File: src/rtl/cylon_pkg.sv
// Shared mode/direction codes, switch field positions and step-period helper.
// Pure definitions; no logic, no latency, no flow control.
// Imported by cylon_scanner.
package cylon_pkg;

    typedef enum logic [1:0] {
        MODE_BOUNCE = 2'b00,
        MODE_WRAP_L = 2'b01,
        MODE_WRAP_R = 2'b10,
        MODE_FREEZE = 2'b11
    } mode_t;

    typedef enum logic {
        DIR_LEFT  = 1'b0,
        DIR_RIGHT = 1'b1
    } dir_t;

    localparam int SW_SPEED_LSB = 0;
    localparam int SW_SPEED_MSB = 1;
    localparam int SW_MODE_LSB  = 2;
    localparam int SW_MODE_MSB  = 3;

    // Each speed step halves the period; never let it collapse to zero.
    function automatic logic [27:0] step_period(input logic [27:0] base, input logic [1:0] speed);
        logic [27:0] p;
        p = base >> speed;
        return (p == 28'd0) ? 28'd1 : p;
    endfunction

endpackage

File: src/rtl/cylon_btn_debounce.sv
// Button synchroniser + debouncer emitting a one-cycle press event on accepted 0->1.
// Latency: press high in the cycle after edge DEBOUNCE_CYCLES+2 from first raw-high sample.
// Backpressure: none; free-running, events are single-cycle pulses.
module cylon_btn_debounce #(
    parameter logic [19:0] DEBOUNCE_CYCLES = 20'd1_000_000
) (
    input  logic clk,
    input  logic rst,
    input  logic raw,
    output logic press
);

    logic        meta;
    logic        sync;
    logic        level;
    logic [19:0] cnt;
    logic        settle;

    // The synced level has disagreed with the accepted one for long enough.
    assign settle = (sync != level) && (cnt == DEBOUNCE_CYCLES - 20'd1);

    always_ff @(posedge clk or posedge rst) begin
        if (rst) begin
            meta  <= 1'b0;
            sync  <= 1'b0;
            level <= 1'b0;
            cnt   <= '0;
            press <= 1'b0;
        end else begin
            meta  <= raw;
            sync  <= meta;
            press <= settle & sync;
            if (sync == level) begin
                cnt <= '0;
            end else if (settle) begin
                level <= sync;
                cnt   <= '0;
            end else begin
                cnt <= cnt + 20'd1;
            end
        end
    end

endmodule

File: src/rtl/cylon_scanner.sv
// One-hot Cylon eye scanner with bounce/wrap/freeze modes, switch speed and button steering.
// Latency: led and pulse registered on the tick edge; sw visible 2 edges after sampling.
// Backpressure: none; free-running display driver.
module cylon_scanner
    import cylon_pkg::*;
#(
    parameter int          N_LEDS                 = 16,
    parameter logic [27:0] CLOCK_CYCLES_PER_PULSE = 28'd100_000_000,
    parameter logic [19:0] DEBOUNCE_CYCLES        = 20'd1_000_000
) (
    input  logic              clk,
    input  logic              btnC,
    input  logic [3:0]        sw,
    input  logic              btnL,
    input  logic              btnR,
    output logic [N_LEDS-1:0] led,
    output logic              pulse
);

    localparam int              PW      = $clog2(N_LEDS);
    localparam logic [PW-1:0]   POS_MAX = PW'(N_LEDS - 1);
    localparam logic [PW-1:0]   POS_ONE = PW'(1);
    localparam logic [N_LEDS-1:0] LED_ONE = {{(N_LEDS-1){1'b0}}, 1'b1};

    logic [3:0]    sw_meta;
    logic [3:0]    sw_sync;
    logic          press_l;
    logic          press_r;
    logic          ev_l;
    logic          ev_r;
    logic [27:0]   period;
    logic [27:0]   tick_cnt;
    logic          tick;
    mode_t         mode;
    logic [PW-1:0] pos;
    logic [PW-1:0] pos_nxt;
    dir_t          dir;
    dir_t          dir_nxt;

    always_ff @(posedge clk or posedge btnC) begin
        if (btnC) begin
            sw_meta <= '0;
            sw_sync <= '0;
        end else begin
            sw_meta <= sw;
            sw_sync <= sw_meta;
        end
    end

    assign mode   = mode_t'(sw_sync[SW_MODE_MSB:SW_MODE_LSB]);
    assign period = step_period(CLOCK_CYCLES_PER_PULSE, sw_sync[SW_SPEED_MSB:SW_SPEED_LSB]);
    // >= rather than == so a speed-up that strands the counter past the new period ticks at once.
    assign tick   = (tick_cnt >= period - 28'd1);

    always_ff @(posedge clk or posedge btnC) begin
        if (btnC) begin
            tick_cnt <= '0;
        end else begin
            tick_cnt <= tick ? 28'd0 : tick_cnt + 28'd1;
        end
    end

    cylon_btn_debounce #(.DEBOUNCE_CYCLES(DEBOUNCE_CYCLES)) u_deb_l (
        .clk   (clk),
        .rst   (btnC),
        .raw   (btnL),
        .press (press_l)
    );

    cylon_btn_debounce #(.DEBOUNCE_CYCLES(DEBOUNCE_CYCLES)) u_deb_r (
        .clk   (clk),
        .rst   (btnC),
        .raw   (btnR),
        .press (press_r)
    );

    // Conflicting presses cancel each other.
    assign ev_l = press_l & ~press_r;
    assign ev_r = press_r & ~press_l;

    always_comb begin
        pos_nxt = pos;
        dir_nxt = dir;
        case (mode)
            MODE_BOUNCE: begin
                if (ev_l) begin
                    dir_nxt = DIR_LEFT;
                end else if (ev_r) begin
                    dir_nxt = DIR_RIGHT;
                end
                if (tick) begin
                    if (dir_nxt == DIR_LEFT) begin
                        if (pos == POS_MAX) begin
                            dir_nxt = DIR_RIGHT;
                            pos_nxt = POS_MAX - POS_ONE;
                        end else begin
                            pos_nxt = pos + POS_ONE;
                        end
                    end else begin
                        if (pos == '0) begin
                            dir_nxt = DIR_LEFT;
                            pos_nxt = POS_ONE;
                        end else begin
                            pos_nxt = pos - POS_ONE;
                        end
                    end
                end
            end
            MODE_WRAP_L: begin
                dir_nxt = DIR_LEFT;
                if (tick) begin
                    pos_nxt = (pos == POS_MAX) ? '0 : pos + POS_ONE;
                end
            end
            MODE_WRAP_R: begin
                dir_nxt = DIR_RIGHT;
                if (tick) begin
                    pos_nxt = (pos == '0) ? POS_MAX : pos - POS_ONE;
                end
            end
            MODE_FREEZE: begin
                if (ev_l && pos != POS_MAX) begin
                    pos_nxt = pos + POS_ONE;
                end else if (ev_r && pos != '0) begin
                    pos_nxt = pos - POS_ONE;
                end
            end
            default: ;
        endcase
    end

    always_ff @(posedge clk or posedge btnC) begin
        if (btnC) begin
            pos   <= '0;
            dir   <= DIR_LEFT;
            led   <= LED_ONE;
            pulse <= 1'b0;
        end else begin
            pos   <= pos_nxt;
            dir   <= dir_nxt;
            led   <= LED_ONE << pos_nxt;
            pulse <= tick;
        end
    end

endmodule

File: config.mk
export PLATFORM = sky130hd
export DESIGN_NAME = cylon_scanner
export DESIGN_NICKNAME = d
export VERILOG_FILES = /design/src/rtl/cylon_pkg.sv /design/src/rtl/cylon_btn_debounce.sv /design/src/rtl/cylon_scanner.sv
export SDC_FILE = /design/constraint.sdc
export NUM_CORES = 1
export LEC_CHECK = 0
export BUFFER_PORTS_ARGS = -buffer_cell sky130_fd_sc_hd__buf_2
export CELL_PAD_IN_SITES_DETAIL_PLACEMENT = 0
export CELL_PAD_IN_SITES_GLOBAL_PLACEMENT = 2
export CORE_UTILIZATION = 33
export DETAILED_ROUTE_END_ITERATION = 16
export PLACE_DENSITY = 0.65
export SLEW_MARGIN = 10
export SYNTH_ARGS = -nofsm -noshare
export SYNTH_HDL_FRONTEND = slang
export SYNTH_SLANG_ARGS = --single-unit
File: constraint.sdc
create_clock -name clk -period 6.1 [get_ports clk]
set_clock_uncertainty 0.05 [all_clocks]
set_input_delay 1.22 -clock clk [delete_from_list [all_inputs] [get_ports clk]]
set_output_delay 1.22 -clock clk [all_outputs]
set_load 0.005 [all_outputs]
==> impl_metrics.tcl <==
set metrics [dict create \
    gp_congestion 0.806 \
    setup.worst_path.start_class "register" \
    portBuffers 24 \
    regToRegEndpoint "led[1]" \
    yosys_most_used_dff "dfrtp_1" \
    tns_ns 0 \
    r2r_start "sw_sync[1]" \
    insertion_delay_ns 0.35 \
    r2r_slack_ns 2.18 \
    maxSlewViolCount 0 \
    status "finished, final reports clean" \
    synth_area_mm2 0.00577 \
    setup_violations 0 \
    grt_pass1_wl_um 20800 \
    synth-seq-cells 106 \
    post-route-period-util 0.642 \
    setup.worst_path.class "register to register" \
    hold_path_end "u_deb_r.sync" \
    dr.first_iter.drc_count 208 \
    clock_sinks 106 \
    die_area_mm2 0.0180 \
    antenna_found_initial 0 \
    clk_pin_slew_ns 0.08 \
    post_drt_wl_per_cell_um 14.6 \
    yosysMostFrequentCell "dfrtp_1" \
    cts_resized 0 \
    yosys_warnings 0 \
    htreeDepth 3 \
    async_reset_ff_frac 1.00 \
    drtAntennaViolNets 0 \
    cp_data_arrival_time_ns 4.12 \
    synth_cell_types 64 \
    layout.cells.non_filler 822 \
    ys_seq_area_frac 0.460 \
    yosysTopAreaCell "dfrtp_1" \
    netlist_instances 577 \
    synth_area_leaders "dfrtp_1 (46%), ha_1 (7.2%), xor2_1 (6.1%)" \
    hp-class "register to register" \
    hold_slack_ns 0.302 \
    grt_max_degree 75 \
    leakage_nw 2.96 \
    die_w_um 134 \
    fmax_ghz 0.255 \
    die_h_um 134 \
    tightest_slew_ns 0.898 \
    grt_overflow_total 0 \
    slew_headroom 0.401 \
    gr-usage-all-layers 0.145 \
    seq_area_mm2 0.00265 \
    avgSynthCellArea_um2 10.0 \
    synth_edf_count 0 \
    dp.cells 806 \
    hold_violations 0 \
    cts_buffer_depth 2 \
    nFillCells 1739 \
    rr_worst_depth 13 \
    power_density_mw_per_mm2 240 \
    dp_hpwl_um 8320 \
    areaGrowthSynthToFinish_pct 10.8 \
    cts_tree "done" \
    cp.required_ns 6.31 \
    initial_core_util 0.343 \
    cts_buffers 9 \
    grt_pass1_vias 4148 \
    drt-total-wl_um 12000 \
    ir_drop_mv 0.133 \
    hp-start "u_deb_r.meta" \
    diodes 0 \
    rows 47 \
    drv_cap 0 \
    postCtsHoldBufs 0 \
    final_cell_area_mm2 0.00640 \
    endpoint_kind "register" \
    viasPerCell 5.04 \
    whs_path_depth 0 \
    placed_cell_area_mm2 0.00609 \
    drive_above_1_share 0.123 \
    num-nets-final 638 \
    routed-via-count 4146 \
    rsz0062_at_grt "false" \
    multi_input_area_mm2 0.00291 \
    cp_max_fo 41 \
    drc 0 \
    firstDrtPassIters 4 \
    ios 25 \
    synth_common_cells "dfrtp_1 (105), nor2_1 (84), xor2_1 (40)" \
    fin_crit_ns 3.92 \
    core_mm2 0.0168 \
    netlist.area_leader.share 0.455 \
    cts_setup_buffers 0 \
    clockRootBuffer "clkbuf_16" \
]
[critical path, stage by stage (launching register included)]
cell and delay, ns:
dfrtp_1 0.46, inv_1 0.09, nor2_1 0.21, inv_1 0.07, ha_1 0.31, ha_1 0.30, a21oi_1 0.16, o221ai_1 0.19
o211ai_4 0.25, nand3_4 0.42, a21boi_1 0.31, a211oi_4 0.56, inv_4 0.15, nor4b_2 0.26
[registers in the layout (all words and copies together), names as in the netlist, 4 cells and up]
register and flops:
u_deb_r.cnt 20, led 16, pos 4, sw_sync 4, sw_meta 4, tick_cnt 28, u_deb_l.cnt 20
[stage by stage]
step / util / power (mW) / worst slack, ns
after detailed placement: 0.362 / 0.936 / 2.18
after CTS: 0.380 / 1.56 / 2.15
after global placement: 0.362 / 0.935 / 2.37
after floorplan: - / 0.891 / 2.04
final: 0.380 / 1.53 / 2.18
after global routing: 0.380 / 1.61 / 1.81
[metal layers]
metal | GRT usage | part of all wire
met5 | 0 | 0
met2 | 0.223 | 0.45
met3 | 0.0359 | 0.034
met1 | 0.200 | 0.50
met4 | 0.0462 | 0.017
[final cells by class]
| type | count | area share |
|---|---|---|
| multi-input cells | 424 | 0.454 |
| repair buffers | 25 | 0.0200 |
| flip-flops and latches | 106 | 0.415 |
| inverters | 31 | 0.0194 |
| clock buffers | 10 | 0.0374 |
| clock inverters | 6 | 0.0110 |
| well taps | 220 | 0.0430 |
[placed cells by master, fill, tap and decap left out, types with 5 or more instances in the layout]
cell       Yosys  layout
clkbuf_16      0       9
inv_1         29      28
or3_1          6       6
a21oi_1       24      24
nand2b_1       6       6
a21o_1         5       5
xor2_1        40      40
a211oi_1       5       5
nand4_1       15      15
dfrtp_1      105     105
nand3_1       33      33
o21ai_0       10      10
buf_2          2      24
and3_1        16      16
ha_1          33      33
nor3_1        11      11
nand2_1       37      37
xnor2_1       21      21
nor2_1        84      84
nor4b_2        7       7
and4_1         7       7
[worst max path at each step]
stage	end	depth (start not counted)	start
2_1_floorplan	dir	1	btnC
3_3_place_gp	led[3]	13	sw_sync[1]
3_5_place_dp	led[1]	13	sw_sync[1]
4_1_cts	led[1]	13	sw_sync[1]
5_1_grt	led[6]	13	sw_sync[1]
6_report	led[1]	13	sw_sync[1]
[report_power, final]
part           switching (mW)  internal [mW]
Combinational           0.114         0.0712
Sequential             0.0151          0.721
Clock                   0.278          0.335
[kinds of logic after synthesis]
kind of cell	synth area share
AND/OR/NAND/NOR	0.232
flip-flops	0.460
AO/OA/AOI/OAI	0.0961
XOR/XNOR	0.0926
buffers and inverters	0.0371
adder cells (fa/ha/maj)	0.0716
multiplexers	0.00954
other	0.00130
No activity file was read; power rests on OpenSTA's default activity.
